**config.mk**
```make
export PLATFORM = sky130hd
export DESIGN_NAME = calc_result_display
export DESIGN_NICKNAME = d
export VERILOG_FILES = /design/src/rtl/calc_pkg.sv /design/src/rtl/calc_result_display_seg7_encode.sv /design/src/rtl/calc_result_display.sv
export SDC_FILE = /design/constraint.sdc
export NUM_CORES = 1
export LEC_CHECK = 0
export BUFFER_PORTS_ARGS = -buffer_cell sky130_fd_sc_hd__buf_2
export CAP_MARGIN = 20
export CORE_ASPECT_RATIO = 0.9
export CORE_MARGIN = 1.5
export CORE_UTILIZATION = 43
export CTS_BUF_LIST = sky130_fd_sc_hd__clkbuf_4 sky130_fd_sc_hd__clkbuf_8
export CTS_CLUSTER_SIZE = 12
export DETAILED_ROUTE_END_ITERATION = 8
export SLEW_MARGIN = 30
export SYNTH_ARGS = -nofsm -noshare
export SYNTH_HDL_FRONTEND = slang
export SYNTH_HIERARCHICAL = 1
export SYNTH_SLANG_ARGS = --single-unit
```
**constraint.sdc**
```tcl
create_clock -name clk -period 2.6 [get_ports clk]
set_clock_uncertainty 0.2 [all_clocks]
set_input_delay 0.78 -clock clk [delete_from_list [all_inputs] [get_ports clk]]
set_output_delay 0.78 -clock clk [all_outputs]
set_load 0.1 [all_outputs]
```
**src/rtl/calc_pkg.sv**
```systemverilog
// Shared types and constants for the add/sub result display stage.
// Symbol codes index the seven-segment encoder; 0..9 are plain decimal digits.
package calc_pkg;
  typedef enum logic [1:0] {
    BLANK = 2'd0,
    SHOW  = 2'd1,
    ERROR = 2'd2
  } state_t;

  localparam logic [6:0] SEG_0     = 7'h3F;
  localparam logic [6:0] SEG_1     = 7'h06;
  localparam logic [6:0] SEG_2     = 7'h5B;
  localparam logic [6:0] SEG_3     = 7'h4F;
  localparam logic [6:0] SEG_4     = 7'h66;
  localparam logic [6:0] SEG_5     = 7'h6D;
  localparam logic [6:0] SEG_6     = 7'h7D;
  localparam logic [6:0] SEG_MINUS = 7'h40;
  localparam logic [6:0] SEG_E     = 7'h79;
  localparam logic [6:0] SEG_R     = 7'h50;
  localparam logic [6:0] SEG_BLANK = 7'h00;

  localparam logic [3:0] MAG_MAX = 4'd6;

  localparam logic [4:0] SYM_MINUS = 5'd10;
  localparam logic [4:0] SYM_E     = 5'd11;
  localparam logic [4:0] SYM_R     = 5'd12;
  localparam logic [4:0] SYM_BLANK = 5'd13;

  // The zero flag must agree with the magnitude, and the magnitude must be in range.
  function automatic logic result_ok(input logic [3:0] mag, input logic zero);
    return (mag <= MAG_MAX) && (zero == (mag == 4'd0));
  endfunction
endpackage

```
**src/rtl/calc_result_display_seg7_encode.sv**
```systemverilog
// Combinational symbol-to-segment lookup, active-high {g,f,e,d,c,b,a}.
module seg7_encode
  import calc_pkg::*;
(
  input  logic [4:0] sym,
  output logic [6:0] seg
);
  always_comb begin
    seg = SEG_BLANK;
    case (sym)
      5'd0:      seg = SEG_0;
      5'd1:      seg = SEG_1;
      5'd2:      seg = SEG_2;
      5'd3:      seg = SEG_3;
      5'd4:      seg = SEG_4;
      5'd5:      seg = SEG_5;
      5'd6:      seg = SEG_6;
      5'd7:      seg = 7'h07;
      5'd8:      seg = 7'h7F;
      5'd9:      seg = 7'h6F;
      SYM_MINUS: seg = SEG_MINUS;
      SYM_E:     seg = SEG_E;
      SYM_R:     seg = SEG_R;
      default:   seg = SEG_BLANK;
    endcase
  end
endmodule

```
**src/rtl/calc_result_display.sv**
```systemverilog
// Captures sign-magnitude results and shows them on a 2-digit multiplexed display.
// state | meaning
// BLANK | display dark, nothing captured since reset/clear
// SHOW  | valid result shown: left = sign, right = magnitude
// ERROR | invalid result captured: shows "Er", err high
module calc_result_display
  import calc_pkg::*;
#(
  parameter int REFRESH_DIV    = 50000,
  parameter int HOLD_CYCLES    = 1000,
  parameter int SEG_ACTIVE_LOW = 1
) (
  input  logic       clk,
  input  logic       rst_n,
  input  logic       res_valid,
  output logic       res_ready,
  input  logic [3:0] res_mag,
  input  logic       res_sign,
  input  logic       res_zero,
  input  logic       clear,
  output logic [6:0] seg,
  output logic [1:0] an,
  output logic       err
);
  localparam int   RW  = (REFRESH_DIV > 1) ? $clog2(REFRESH_DIV) : 1;
  localparam int   HW  = $clog2(HOLD_CYCLES + 1);
  localparam logic INV = (SEG_ACTIVE_LOW != 0);

  state_t        state;
  logic [3:0]    mag_q;
  logic          sign_q;
  logic [RW-1:0] ref_cnt;
  logic          dig_sel;
  logic [HW-1:0] hold_cnt;
  logic          capture;
  logic [4:0]    sym;
  logic [6:0]    seg_raw;
  logic [1:0]    an_raw;

  assign res_ready = (hold_cnt == '0);
  assign capture   = res_valid && res_ready && !clear;

  always_ff @(posedge clk or negedge rst_n) begin
    if (!rst_n) begin
      state  <= BLANK;
      mag_q  <= '0;
      sign_q <= 1'b0;
    end else if (clear) begin
      state <= BLANK;
    end else if (capture) begin
      state  <= result_ok(res_mag, res_zero) ? SHOW : ERROR;
      mag_q  <= res_mag;
      sign_q <= res_sign;
    end
  end

  // Hold timer counts down from HOLD_CYCLES; the source is throttled until it expires.
  always_ff @(posedge clk or negedge rst_n) begin
    if (!rst_n)              hold_cnt <= '0;
    else if (clear)          hold_cnt <= '0;
    else if (capture)        hold_cnt <= HW'(HOLD_CYCLES);
    else if (hold_cnt != '0) hold_cnt <= hold_cnt - 1'b1;
  end

  always_ff @(posedge clk or negedge rst_n) begin
    if (!rst_n) begin
      ref_cnt <= '0;
      dig_sel <= 1'b0;
    end else if (ref_cnt == RW'(REFRESH_DIV - 1)) begin
      ref_cnt <= '0;
      dig_sel <= ~dig_sel;
    end else begin
      ref_cnt <= ref_cnt + 1'b1;
    end
  end

  // dig_sel = 1 drives the left digit, 0 the right digit.
  always_comb begin
    sym    = SYM_BLANK;
    an_raw = 2'b00;
    case (state)
      SHOW: begin
        an_raw = dig_sel ? 2'b10 : 2'b01;
        if (dig_sel) sym = (sign_q && mag_q != 4'd0) ? SYM_MINUS : SYM_BLANK;
        else         sym = {1'b0, mag_q};
      end
      ERROR: begin
        an_raw = dig_sel ? 2'b10 : 2'b01;
        sym    = dig_sel ? SYM_E : SYM_R;
      end
      default: begin
        an_raw = 2'b00;
        sym    = SYM_BLANK;
      end
    endcase
  end

  seg7_encode u_enc (
    .sym (sym),
    .seg (seg_raw)
  );

  always_ff @(posedge clk or negedge rst_n) begin
    if (!rst_n) begin
      seg <= {7{INV}};
      an  <= {2{INV}};
      err <= 1'b0;
    end else begin
      seg <= seg_raw ^ {7{INV}};
      an  <= an_raw ^ {2{INV}};
      err <= (state == ERROR);
    end
  end
endmodule
```
==> results of run 1 <==
area by class of cell:
class	instances	area share
clock buffers	6	0.0306
clock inverters	2	0.0144
flip-flops and latches	44	0.412
well taps	67	0.0311
multi-input cells	160	0.419
repair buffers	29	0.0677
inverters	18	0.0250
power breakdown:
group / total (mW) / switching, mW / internal [mW]
logic: 1.33 / 0.846 / 0.480
registers: 0.964 / 0.105 / 0.859
clock network: 0.565 / 0.251 / 0.314
total: 2.86 / 1.20 / 1.65
sequential cells by signal, summed over array words and instances, names as in the netlist:
name      count
hold_cnt     10
state         2
seg           7
mag_q         4
err           1
ref_cnt      16
an            2
sign_q        1
dig_sel       1
what timing repair did:
action,4_1_cts,5_1_grt
gates resized for setup,1,2
gates cloned,0,0
setup buffers,1,0
setup endpoints to repair,1,3
pin swaps,1,1
synth_stat cells (all sizes together) (2+ instances only):
cell,number
or4b,2
or4bb,2
nand4,4
or3,2
nor2,30
mux2,7
nand2b,5
o21ai,7
nand2,11
inv,18
nor4,7
nor2b,4
nor3,6
dfrtp,35
buf,5
xor2,6
xnor2,9
o21a,2
a31oi,3
dfstp,9
or4,3
a211oi,2
a21o,3
o31ai,3
ha,10
mux2i,3
or2,3
nand3,7
a21oi,10
metal layers:
| metal | global-route usage | up-vias |
|---|---|---|
| met5 | 0 | - |
| met3 | 0.0375 | 6 |
| met4 | 0.0517 | 0 |
| met1 | 0.243 | 792 |
| met2 | 0.240 | 32 |
| li1 | - | 847 |
cells by family after synthesis:
logic type | synth area share
flip-flops | 0.476
multiplexers | 0.0482
AO/OA/AOI/OAI | 0.103
other | 0.00160
buffers and inverters | 0.0460
AND/OR/NAND/NOR | 0.216
XOR/XNOR | 0.0562
adder cells (fa/ha/maj) | 0.0535
worst max path at each step:
stage,from,endpoint,cells past startpoint
global placement,hold_cnt[1],res_ready,5
detailed placement,hold_cnt[1],res_ready,5
floorplan,hold_cnt[0],res_ready,5
finish,hold_cnt[6],res_ready,3
global route,hold_cnt[1],res_ready,5
CTS,hold_cnt[0],res_ready,5
==> implementation parameters, run 1 <==
Parameter                              Value

Worst setup path
  Worst Setup Start Kind    flop
  CP required    1.62 ns
  Crit end category    primary output
  CP max stage delay    0.60 ns
  Largest driver fanout on the critical path    4
  Arr. time, crit path    1.77 ns
  Critical setup path kind    flop to primary output
  Cell class contributing the biggest share of worst-path delay    simple AND/OR/NAND/NOR gates
  Worst R2R Setup Slack    0.23 ns
  Worst reg2reg endpoint    seg[4]
  CP Cell Sequence    or4_4 > nor3_4 > buf_12
  Logic depth of the worst register-to-register path    9
  Slowest library cell on the worst path    sky130_fd_sc_hd__or4_4
  Startpoint of the worst-slack reg-to-reg timing path    mag_q[3]
  CP Buf/Inv Count    1

Yosys
  Synthesized area per cell    10.3 um2
  Async SR Flop Fraction    1.00
  Cell count after synthesis    228
  Post-synthesis register bit count    44
  Number of unique standard cell types used by synthesis    50
  Area fraction of the dominant cell type after synthesis    0.375
  Share of synthesized area occupied by flip-flops and latches    0.476
  Post-synthesis instance area    2340 um2
  Leading area contributor after synthesis    sky130_fd_sc_hd__dfrtp_1
  Syn Nets    248
  Number of enable flip-flop cells after synthesis    0
  Cells taking the most area after synthesis    sky130_fd_sc_hd__dfrtp_1 (37%), sky130_fd_sc_hd__dfstp_2 (10%), sky130_fd_sc_hd__ha_1 (5.4%), sky130_fd_sc_hd__nor2_1 (4.7%), sky130_fd_sc_hd__xnor2_1 (3.4%)
  Count of yosys warnings during synthesis    6
  Most instantiated flip-flop cell in the synthesis netlist    sky130_fd_sc_hd__dfrtp_1

Worst hold path
  Hold Path Stages    1
  Type of the worst min-delay path    flop to flop
  Min-delay src    ref_cnt[0]
  WHS Endpoint    ref_cnt[0]

STA
  Unrepaired setup endpoints after global routing    true
  Number of max-slew violations in the final report    0
  Period minus WS final    2.75 ns
  Setup TNS Final    -0.154 ns
  Worst setup margin    -0.154 ns
  Worst hold slack    0.288 ns
  Peak Freq    0.363 GHz
  Final worst path period share    1.06
  Final number of setup-violating endpoints    1
  Slew margin rel.    0.637
  Final-report hold violation count    0
  Pin slew with the least headroom to its limit    0.545 ns

Drt
  Met3 routed wirelength    163 um
  Remaining DRCs    0
  Iteration count of the initial detailed-routing pass    6
  Total wirelength of the detailed-routed design    4160 um
  Violation count after the first detailed-route iteration    84
  Amount of wire on met2 after detailed routing    1750 um
  Detailed-route vias per instance    5.14
  Post-detailed-route wirelength per cell    12.8 um
  Routed length on met1    2200 um
  Top layer reached by signal wires    met4
  Count of nets left with antenna violations after detail routing    0
  Routed via count    1677

Finish
  Layout filler cell count    494
  Final Cell Area    2700 um2
  Leading cell types in the layout, fill and taps excluded    sky130_fd_sc_hd__dfrtp_1 (35), sky130_fd_sc_hd__nor2_1 (29), sky130_fd_sc_hd__buf_2 (19)
  Final Non-Filler Cells    326
  Final-stage net count    278
  Storage element area    1110 um2
  Ant diodes    0
  Layout cell share with drive strength beyond 1    0.270
  Post-Route Utilization    0.514
  Commonest non-fill, non-tap cell in the layout    sky130_fd_sc_hd__dfrtp_1
  Layout Area Growth over Synthesis    15.5%
  Multi-input combinational cell area    1130 um2

Place
  Number of input and output port buffers inserted    20
  Placed cell count    317
  Post-DP HPWL    2930 um
  RD Place Congestion    0.772
  Setup Slack @ Placement    0.108 ns
  Total placed instance area    2560 um2

Die
  Floorplan Core Area    5260 um2
  Floorplan die area    5890 um2
  Top Ports    21
  Width of the chip    80.7 um
  Die Y-Extent    72.9 um
  Initial Util    0.445
  Site row count    25

CTS
  Clock tree from TritonCTS    built
  Post-CTS clock slew at the launch and capture registers of the worst setup and hold paths    0.08 ns
  Worst-skew pair later-pin latency    0.31 ns
  CTS sink cnt    44
  Count of hold-fix buffers inserted at cts    0
  Number of buffers inserted during clock tree synthesis    5
  Number of buffers on the longest clock path    2
  CTS H-Tree Depth    2
  CTS root buf    sky130_fd_sc_hd__clkbuf_8

Outcome
  Status    finished, violations left
  Violations in the final reports    negative setup slack

GRT
  First-pass GRT wire length    7560 um
  Number of antenna violations at the first check in global routing    0
  Largest net degree at the start of global routing    45
  Total grt overflow    0
  Vias in the first global route    1602
  Total track usage    0.165

Power
  Leakage power figure    1.18 nW
  Highest ir drop seen on vdd    0.765 mV
  Overall Power    2.86 mW
  Power per Cell Area    1060 nW/um2

Flow run
  Number of max-cap violations    0
Note: power is estimated with default switching activity, not from simulation.
==> inputs of run 2 (changes only) <==
==> constraint.sdc (replaced) <==
create_clock -name clk -period 2.6 [get_ports clk]
set_clock_uncertainty 0.2 [all_clocks]
set_input_delay 0.13 -clock clk [delete_from_list [all_inputs] [get_ports clk]]
set_output_delay 0.13 -clock clk [all_outputs]
set_load 0.1 [all_outputs]
==> run 2 against run 1 <==
Non-clock buffer count is 8 higher; the flow now finishes without violations; setup slack improved by 0.26 ns; critical endpoint unchanged; sequential cell count is the same; fmax grew 10%.
==> implementation parameters, run 2 (synthesis results as in run 1) <==
Parameter                              Value

Outcome
  Status    complete, no violations

Worst hold path
  Type of the worst min-delay path    input pin to flop
  Min-delay src    res_zero
  WHS Endpoint    state[0]
  Hold Path Stages    5 (+4)

Worst setup path
  CP Cell Sequence    inv_1 > ha_1 > or4b_1 > nor3_4 > buf_12
  Arr. time, crit path    2.17 ns (+0.40 ns)
  Worst reg2reg endpoint    hold_cnt[1]
  Cell class contributing the biggest share of worst-path delay    simple AND/OR/NAND/NOR gates
  Slowest library cell on the worst path    sky130_fd_sc_hd__or4b_1
  Worst Setup Start Kind    flop
  Startpoint of the worst-slack reg-to-reg timing path    hold_cnt[0]
  CP Buf/Inv Count    2 (+1)
  Logic depth of the worst register-to-register path    7 (-2)
  CP required    2.27 ns (+0.65 ns)
  Worst R2R Setup Slack    0.13 ns (-0.10 ns)
  CP max stage delay    0.61 ns (about the same)
  Critical setup path kind    flop to primary output
  Crit end category    primary output
  Largest driver fanout on the critical path    6 (+2)

Die
  Initial Util    0.445 (unchanged)
  Site row count    25 (unchanged)
  Floorplan Core Area    5260 um2 (unchanged)
  Top Ports    21 (unchanged)
  Width of the chip    80.7 um (unchanged)
  Floorplan die area    5890 um2 (unchanged)
  Die Y-Extent    72.9 um (unchanged)

Place
  Post-DP HPWL    2860 um (-2.3%)
  Setup Slack @ Placement    0.121 ns (+0.0129 ns)
  RD Place Congestion    0.819 (+6.1%)
  Placed cell count    314 (-0.95%)
  Total placed instance area    2530 um2 (-0.88%)
  Number of input and output port buffers inserted    20 (unchanged)

CTS
  Worst-skew pair later-pin latency    0.29 ns (-0.02 ns)
  CTS H-Tree Depth    2 (unchanged)
  CTS sink cnt    44 (unchanged)
  CTS root buf    sky130_fd_sc_hd__clkbuf_8
  Post-CTS clock slew at the launch and capture registers of the worst setup and hold paths    0.08 ns (about the same)
  Number of buffers inserted during clock tree synthesis    5 (unchanged)
  Number of buffers on the longest clock path    2 (unchanged)
  Clock tree from TritonCTS    built

Finish
  Ant diodes    0 (unchanged)
  Final-stage net count    286 (+2.9%)
  Max reg flops    16 (unchanged)
  Leading cell types in the layout, fill and taps excluded    sky130_fd_sc_hd__dfrtp_1 (35), sky130_fd_sc_hd__nor2_1 (29), sky130_fd_sc_hd__inv_1 (18), sky130_fd_sc_hd__buf_2 (18), sky130_fd_sc_hd__nand2_1 (11)
  Layout Area Growth over Synthesis    18.1%
  Largest reg by FF count    ref_cnt
  Layout cell share with drive strength beyond 1    0.255 (-0.0156)
  Final Non-Filler Cells    334 (+2.5%)
  Post-Route Utilization    0.525 (+0.0119)
  Final Cell Area    2760 um2 (+2.3%)
  Commonest non-fill, non-tap cell in the layout    sky130_fd_sc_hd__dfrtp_1
  Registers with the highest flip-flop counts    ref_cnt x16, hold_cnt x10, seg x7

STA
  Pin slew with the least headroom to its limit    0.536 ns (-0.00870 ns)
  Final number of setup-violating endpoints    0 (-1)
  Setup TNS Final    0 ns (+0.154 ns)
  Peak Freq    0.400 GHz (+10%)
  Final-report hold violation count    0 (unchanged)
  Final worst path period share    0.961 (-0.0984)
  Number of max-slew violations in the final report    0 (unchanged)
  Worst setup margin    0.102 ns (+0.256 ns)
  Worst hold slack    0.0890 ns (-0.199 ns)
  Period minus WS final    2.50 ns (-0.256 ns)
  Slew margin rel.    0.640 (+0.00282)

Drt
  Count of nets left with antenna violations after detail routing    0 (unchanged)
  Post-detailed-route wirelength per cell    12.1 um (-5.6%)
  Total wirelength of the detailed-routed design    4030 um (-3.3%)
  Detailed-route vias per instance    5.07 (-1.3%)
  Iteration count of the initial detailed-routing pass    4 (-2)
  Routed via count    1695 (+1.1%)
  Remaining DRCs    0 (unchanged)
  Violation count after the first detailed-route iteration    59 (-30%)

Power
  Combinational Power Share    0.470 (+0.006)
  Highest ir drop seen on vdd    0.936 mV (+22%)
  Overall Power    2.81 mW (-1.7%)
  Switching power    1.17 mW (-2.4%)
  Pint    1.63 mW (-1.3%)
  Sequential share of power    0.343 (+0.005)
  Clock power frac    0.187 (-0.011)
  Net switching fraction of the power    0.418 (-0.00275)
  Power per Cell Area    1020 nW/um2 (-4.0%)
  Leakage power figure    1.21 nW (+2.7%)

GRT
  First-pass GRT wire length    7020 um (-7.1%)
  Largest net degree at the start of global routing    44 (-2.2%)
  Total track usage    0.155 (-0.00982)
  Total grt overflow    0 (unchanged)
  Number of antenna violations at the first check in global routing    0 (unchanged)
  Vias in the first global route    1553 (-3.1%)

Flow run
  Number of max-cap violations    0 (unchanged)
==> run 2: cell count changes in the layout (fill, tap and decap cells not counted) <==
| cell | change |
|---|---|
| sky130_fd_sc_hd__dlygate4sd3_1 | +8 |
| sky130_fd_sc_hd__clkbuf_4 | +1 |
| sky130_fd_sc_hd__nor4_2 | -1 |
| sky130_fd_sc_hd__or4b_4 | -1 |
| sky130_fd_sc_hd__clkinv_4 | -1 |
| sky130_fd_sc_hd__or4b_1 | +1 |
| sky130_fd_sc_hd__buf_4 | +1 |
| sky130_fd_sc_hd__buf_2 | -1 |
| sky130_fd_sc_hd__clkinv_2 | +1 |
| sky130_fd_sc_hd__nor4_1 | +1 |
| sky130_fd_sc_hd__clkbuf_8 | -1 |
==> run 2: per-layer routing <==
layer / global-route usage / share of wire
met1: 0.216 / 0.52
met5: 0 / 0
met2: 0.240 / 0.44
met4: 0.0402 / 0.0042
met3: 0.0413 / 0.034
==> run 2: layout make-up <==
cell class                      instances  area (um2)
Clock buffer                            6        76.3
Clock inverter                          2        35.0
Fill cell                             491        2490
Inverter                               18        67.6
Multi-Input combinational cell        160        1120
Sequential cell                        44        1110
Tap cell                               67        83.8
Timing Repair Buffer                   37         265
==> run 2: worst min-delay path: stages <==
cell and delay [ns]:
sky130_fd_sc_hd__buf_2 0.10, sky130_fd_sc_hd__a21o_1 0.07, sky130_fd_sc_hd__a2111oi_0 0.09, sky130_fd_sc_hd__nand3_1 0.09, sky130_fd_sc_hd__a21oi_1 0.06
==> run 2: how the worst max path moves through the flow <==
stage,startpoint,endpoint,slack [ns],depth (start not counted)
CTS,hold_cnt[0],res_ready,0.02,5
finish,hold_cnt[0],res_ready,0.10,5
floorplan,hold_cnt[0],state[1],-0.21,7
detailed placement,mag_q[3],seg[4],0.12,9
global route,hold_cnt[0],res_ready,-0.02,5
global placement,mag_q[3],seg[4],0.22,9
==> run 2: power by group through the flow <==
stage                     logic, mW  registers, mW  clock network, mW
after floorplan               0.714           1.30                  0
after global placement         1.25          0.972                  0
after detailed placement       1.26          0.977                  0
after CTS                      1.27          0.964              0.546
after global routing           1.43          0.985              0.570
final                          1.32          0.962              0.526
==> run 2: repair_timing <==
| item | CTS | global route |
|---|---|---|
| hold endpoints to repair | 46 | 0 |
| buffers inserted | 0 | 4 |
| gates resized for setup | 0 | 1 |
| setup endpoints to repair | 0 | 6 |
| hold buffers | 8 | 0 |
==> inputs of run 3 (changes only) <==
Settings changed: ABC_AREA from default to 1.
==> run 3 against run 2 <==
Non-clock buffer count is 5 lower; die area is 6.5% higher; fmax is 7.0% higher; global-route usage is 1.0 points higher; via count is 16% higher; sequential share of layout area is 1.9 points lower; first-iteration DRC count is 29% higher; sequential power is 1% lower; largest power group unchanged; routed wire length is 13% higher; critical path type is now flop to flop.
==> implementation parameters, run 3 <==
Parameter                              Value

GRT
  Number of antenna violations at the first check in global routing    0 (unchanged)
  Total track usage    0.166 (+0.0105)
  Total grt overflow    0 (unchanged)
  Largest net degree at the start of global routing    44 (unchanged)
  Vias in the first global route    1938 (+25%)
  First-pass GRT wire length    8230 um (+17%)

STA
  Final worst path period share    0.898 (-0.0629)
  Number of max-slew violations in the final report    0 (unchanged)
  Slew margin rel.    0.471 (-0.169)
  Final number of setup-violating endpoints    0 (unchanged)
  Final-report hold violation count    0 (unchanged)
  Peak Freq    0.428 GHz (+7.0%)
  Pin slew with the least headroom to its limit    0.785 ns (+0.249 ns)
  Unrepaired setup endpoints after global routing    false
  Period minus WS final    2.33 ns (-0.163 ns)
  Setup TNS Final    0 ns (unchanged)
  Worst setup margin    0.265 ns (+0.163 ns)

CTS
  Count of hold-fix buffers inserted at cts    10 (+2)
  Worst-skew pair later-pin latency    0.30 ns (about the same)
  Number of buffers inserted during clock tree synthesis    5 (unchanged)
  Post_cts resized    0 (unchanged)
  Post-CTS clock slew at the launch and capture registers of the worst setup and hold paths    0.08 ns (about the same)
  CTS root buf    sky130_fd_sc_hd__clkbuf_8
  CTS sink cnt    44 (unchanged)
  CTS H-Tree Depth    2 (unchanged)
  # Post-CTS Setup Buffers    0 (unchanged)
  Number of buffers on the longest clock path    2 (unchanged)
  Clock tree from TritonCTS    built

Power
  Overall Power    2.84 mW (+1.3%)
  Power per Cell Area    980 nW/um2 (-3.5%)
  Highest ir drop seen on vdd    0.788 mV (-16%)
  Leakage power figure    1.45 nW (+20%)

Drt
  Routed via count    1964 (+16%)
  Iteration count of the initial detailed-routing pass    4 (unchanged)
  Remaining DRCs    0 (unchanged)
  Total wirelength of the detailed-routed design    4540 um (+13%)
  Count of nets left with antenna violations after detail routing    0 (unchanged)
  Detailed-route vias per instance    4.55 (-10%)
  Violation count after the first detailed-route iteration    76 (+29%)
  Post-detailed-route wirelength per cell    10.5 um (-13%)

Yosys
  Count of yosys warnings during synthesis    6 (unchanged)
  Leading area contributor after synthesis    sky130_fd_sc_hd__dfrtp_1
  Commonest cells post-synth    sky130_fd_sc_hd__nand2_1 (74), sky130_fd_sc_hd__inv_1 (57), sky130_fd_sc_hd__nor2_1 (57)
  Cell count after synthesis    323 (+42%)
  Syn Nets    343 (+38%)
  Number of enable flip-flop cells after synthesis    0 (unchanged)
  Area fraction of the dominant cell type after synthesis    0.351 (-0.0237)
  Post-synthesis instance area    2490 um2 (+6.7%)
  Cells taking the most area after synthesis    sky130_fd_sc_hd__dfrtp_1 (35%), sky130_fd_sc_hd__nand2_1 (11%), sky130_fd_sc_hd__dfstp_2 (9.5%), sky130_fd_sc_hd__inv_1 (8.6%), sky130_fd_sc_hd__nor2_1 (8.6%)
  Number of unique standard cell types used by synthesis    27 (-46%)
  Share of synthesized area occupied by flip-flops and latches    0.446 (-0.0301)
  Synthesized area per cell    7.72 um2 (-25%)
  Most instantiated flip-flop cell in the synthesis netlist    sky130_fd_sc_hd__dfrtp_1
  Post-synthesis register bit count    44 (unchanged)
  Async SR Flop Fraction    1.00 (unchanged)
  Top-count cell post-synth    sky130_fd_sc_hd__nand2_1

Finish
  Largest reg by FF count    ref_cnt
  Leading cell types in the layout, fill and taps excluded    sky130_fd_sc_hd__nand2_1 (74), sky130_fd_sc_hd__inv_1 (57), sky130_fd_sc_hd__nor2_1 (57)
  Commonest non-fill, non-tap cell in the layout    sky130_fd_sc_hd__nand2_1
  Layout cell share with drive strength beyond 1    0.149 (-0.106)
  Post-Route Utilization    0.515 (-0.0104)
  Registers with the highest flip-flop counts    ref_cnt x16, hold_cnt x10, seg x7
  Final-stage net count    381 (+33%)
  Ant diodes    0 (unchanged)
  Layout Area Growth over Synthesis    16.2%
  Final Non-Filler Cells    432 (+29%)
  Max reg flops    16 (unchanged)

Worst setup path
  Crit end category    flop
  Largest driver fanout on the critical path    7 (+1)
  CP required    2.62 ns (+0.35 ns)
  CP Cell Sequence    inv_1 > ha_1 > nand3_4 > nor2_8 > nand3_4 > nor2_8 > nand2_1 > dlygate4sd3_1 > o21ai_0
  Slowest library cell on the worst path    sky130_fd_sc_hd__dlygate4sd3_1
  CP max stage delay    0.56 ns (-0.05 ns)
  Arr. time, crit path    2.35 ns (+0.18 ns)
  Critical setup path kind    flop to flop
  Worst Setup Start Kind    flop

Place
  Placed cell count    414 (+32%)
  Post-DP HPWL    3300 um (+15%)
  RD Place Congestion    0.803 (-2.0%)
  Setup Slack @ Placement    0.418 ns (+0.297 ns)
  Number of input and output port buffers inserted    20 (unchanged)

Die
  Width of the chip    83.3 um (+3.2%)
  Die Y-Extent    75.3 um (+3.2%)
  Site row count    26 (+4.0%)
  Floorplan die area    6270 um2 (+6.5%)
  Initial Util    0.443 (-0.00145)
  Top Ports    21 (unchanged)
  Floorplan Core Area    5630 um2 (+7.1%)

Flow run
  Number of max-cap violations    0 (unchanged)

Outcome
  Status    complete, no violations

Worst hold path
  Type of the worst min-delay path    input pin to flop
[run 3: cell count changes after synthesis, moves of 4 or more]
cell / before / now
sky130_fd_sc_hd__nor2b_1: 4 / 0
sky130_fd_sc_hd__nor4_1: 6 / 0
sky130_fd_sc_hd__nand2b_1: 5 / 0
sky130_fd_sc_hd__nor2_1: 29 / 57
sky130_fd_sc_hd__o21ai_0: 5 / 18
sky130_fd_sc_hd__mux2_2: 6 / 0
sky130_fd_sc_hd__xnor2_1: 9 / 0
sky130_fd_sc_hd__xor2_1: 6 / 10
sky130_fd_sc_hd__nand3_1: 6 / 14
sky130_fd_sc_hd__inv_1: 18 / 57
sky130_fd_sc_hd__nand2_1: 11 / 74
[run 3: routing by layer]
metal,GRT usage,vias to the layer above,part of all wire,routed length (um)
met5,0,-,0,0
met2,0.291,23,0.47,2150
met1,0.205,879,0.49,2230
li1,-,1056,-,-
met3,0.0395,6,0.025,114
met4,0.0556,0,0.010,46
[run 3: through the flow]
step           cell area (um2)  hold WS [ns]
2_1_floorplan             2490        -0.366
3_3_place_gp              2690         0.126
3_5_place_dp              2690         0.134
4_1_cts                   2900        0.0546
5_1_grt                   2900        0.0629
6_report                  2900        0.0596
[run 3: cell families after synthesis]
group                      after synthesis  share of synthesized area
DFF                                     44                      0.446
AOI/OAI and AO/OA                       34                     0.0752
xor gates and xnor gates                10                     0.0351
other                                    1                    0.00150
and+or+nand+nor                        164                      0.301
adders and majority gates               10                     0.0502
buffers and inverters                   60                     0.0908
[run 3: final timing paths]
kind	slack, ns	end	from	depth (start not counted)
max reg2reg	0.27	mag_q[1]	hold_cnt[0]	9
min reg2reg	0.26	ref_cnt[0]	ref_cnt[0]	1
max in group asynchronous	1.50	seg[2]	rst_n	3
min	0.06	hold_cnt[8]	res_valid	3
max	0.27	mag_q[1]	hold_cnt[0]	9
min in group asynchronous	0.15	ref_cnt[5]	rst_n	2
[run 3: worst max-delay path: cells and delay by family, from the launching register on]
kind	cells	cell delay, ns
fa+ha+maj	1	0.25
simple gates	5	0.67
buf+inv	2	0.68
flops	1	0.38
compound gates	1	0.07
[run 3: power by group]
part	internal (mW)	switching [mW]	leakage, nW	total [mW]
clock network	0.253	0.230	0.0549	0.483
logic	0.376	1.03	0.844	1.41
registers	0.863	0.0865	0.553	0.949
[run 3: cell type report]
type	instances	area, um2
multi-input cells	219	1160
clock buffers	8	104
fillers	547	2730
repair buffers	32	218
inverters	59	221
well taps	70	87.6
flip-flops and latches	44	1110
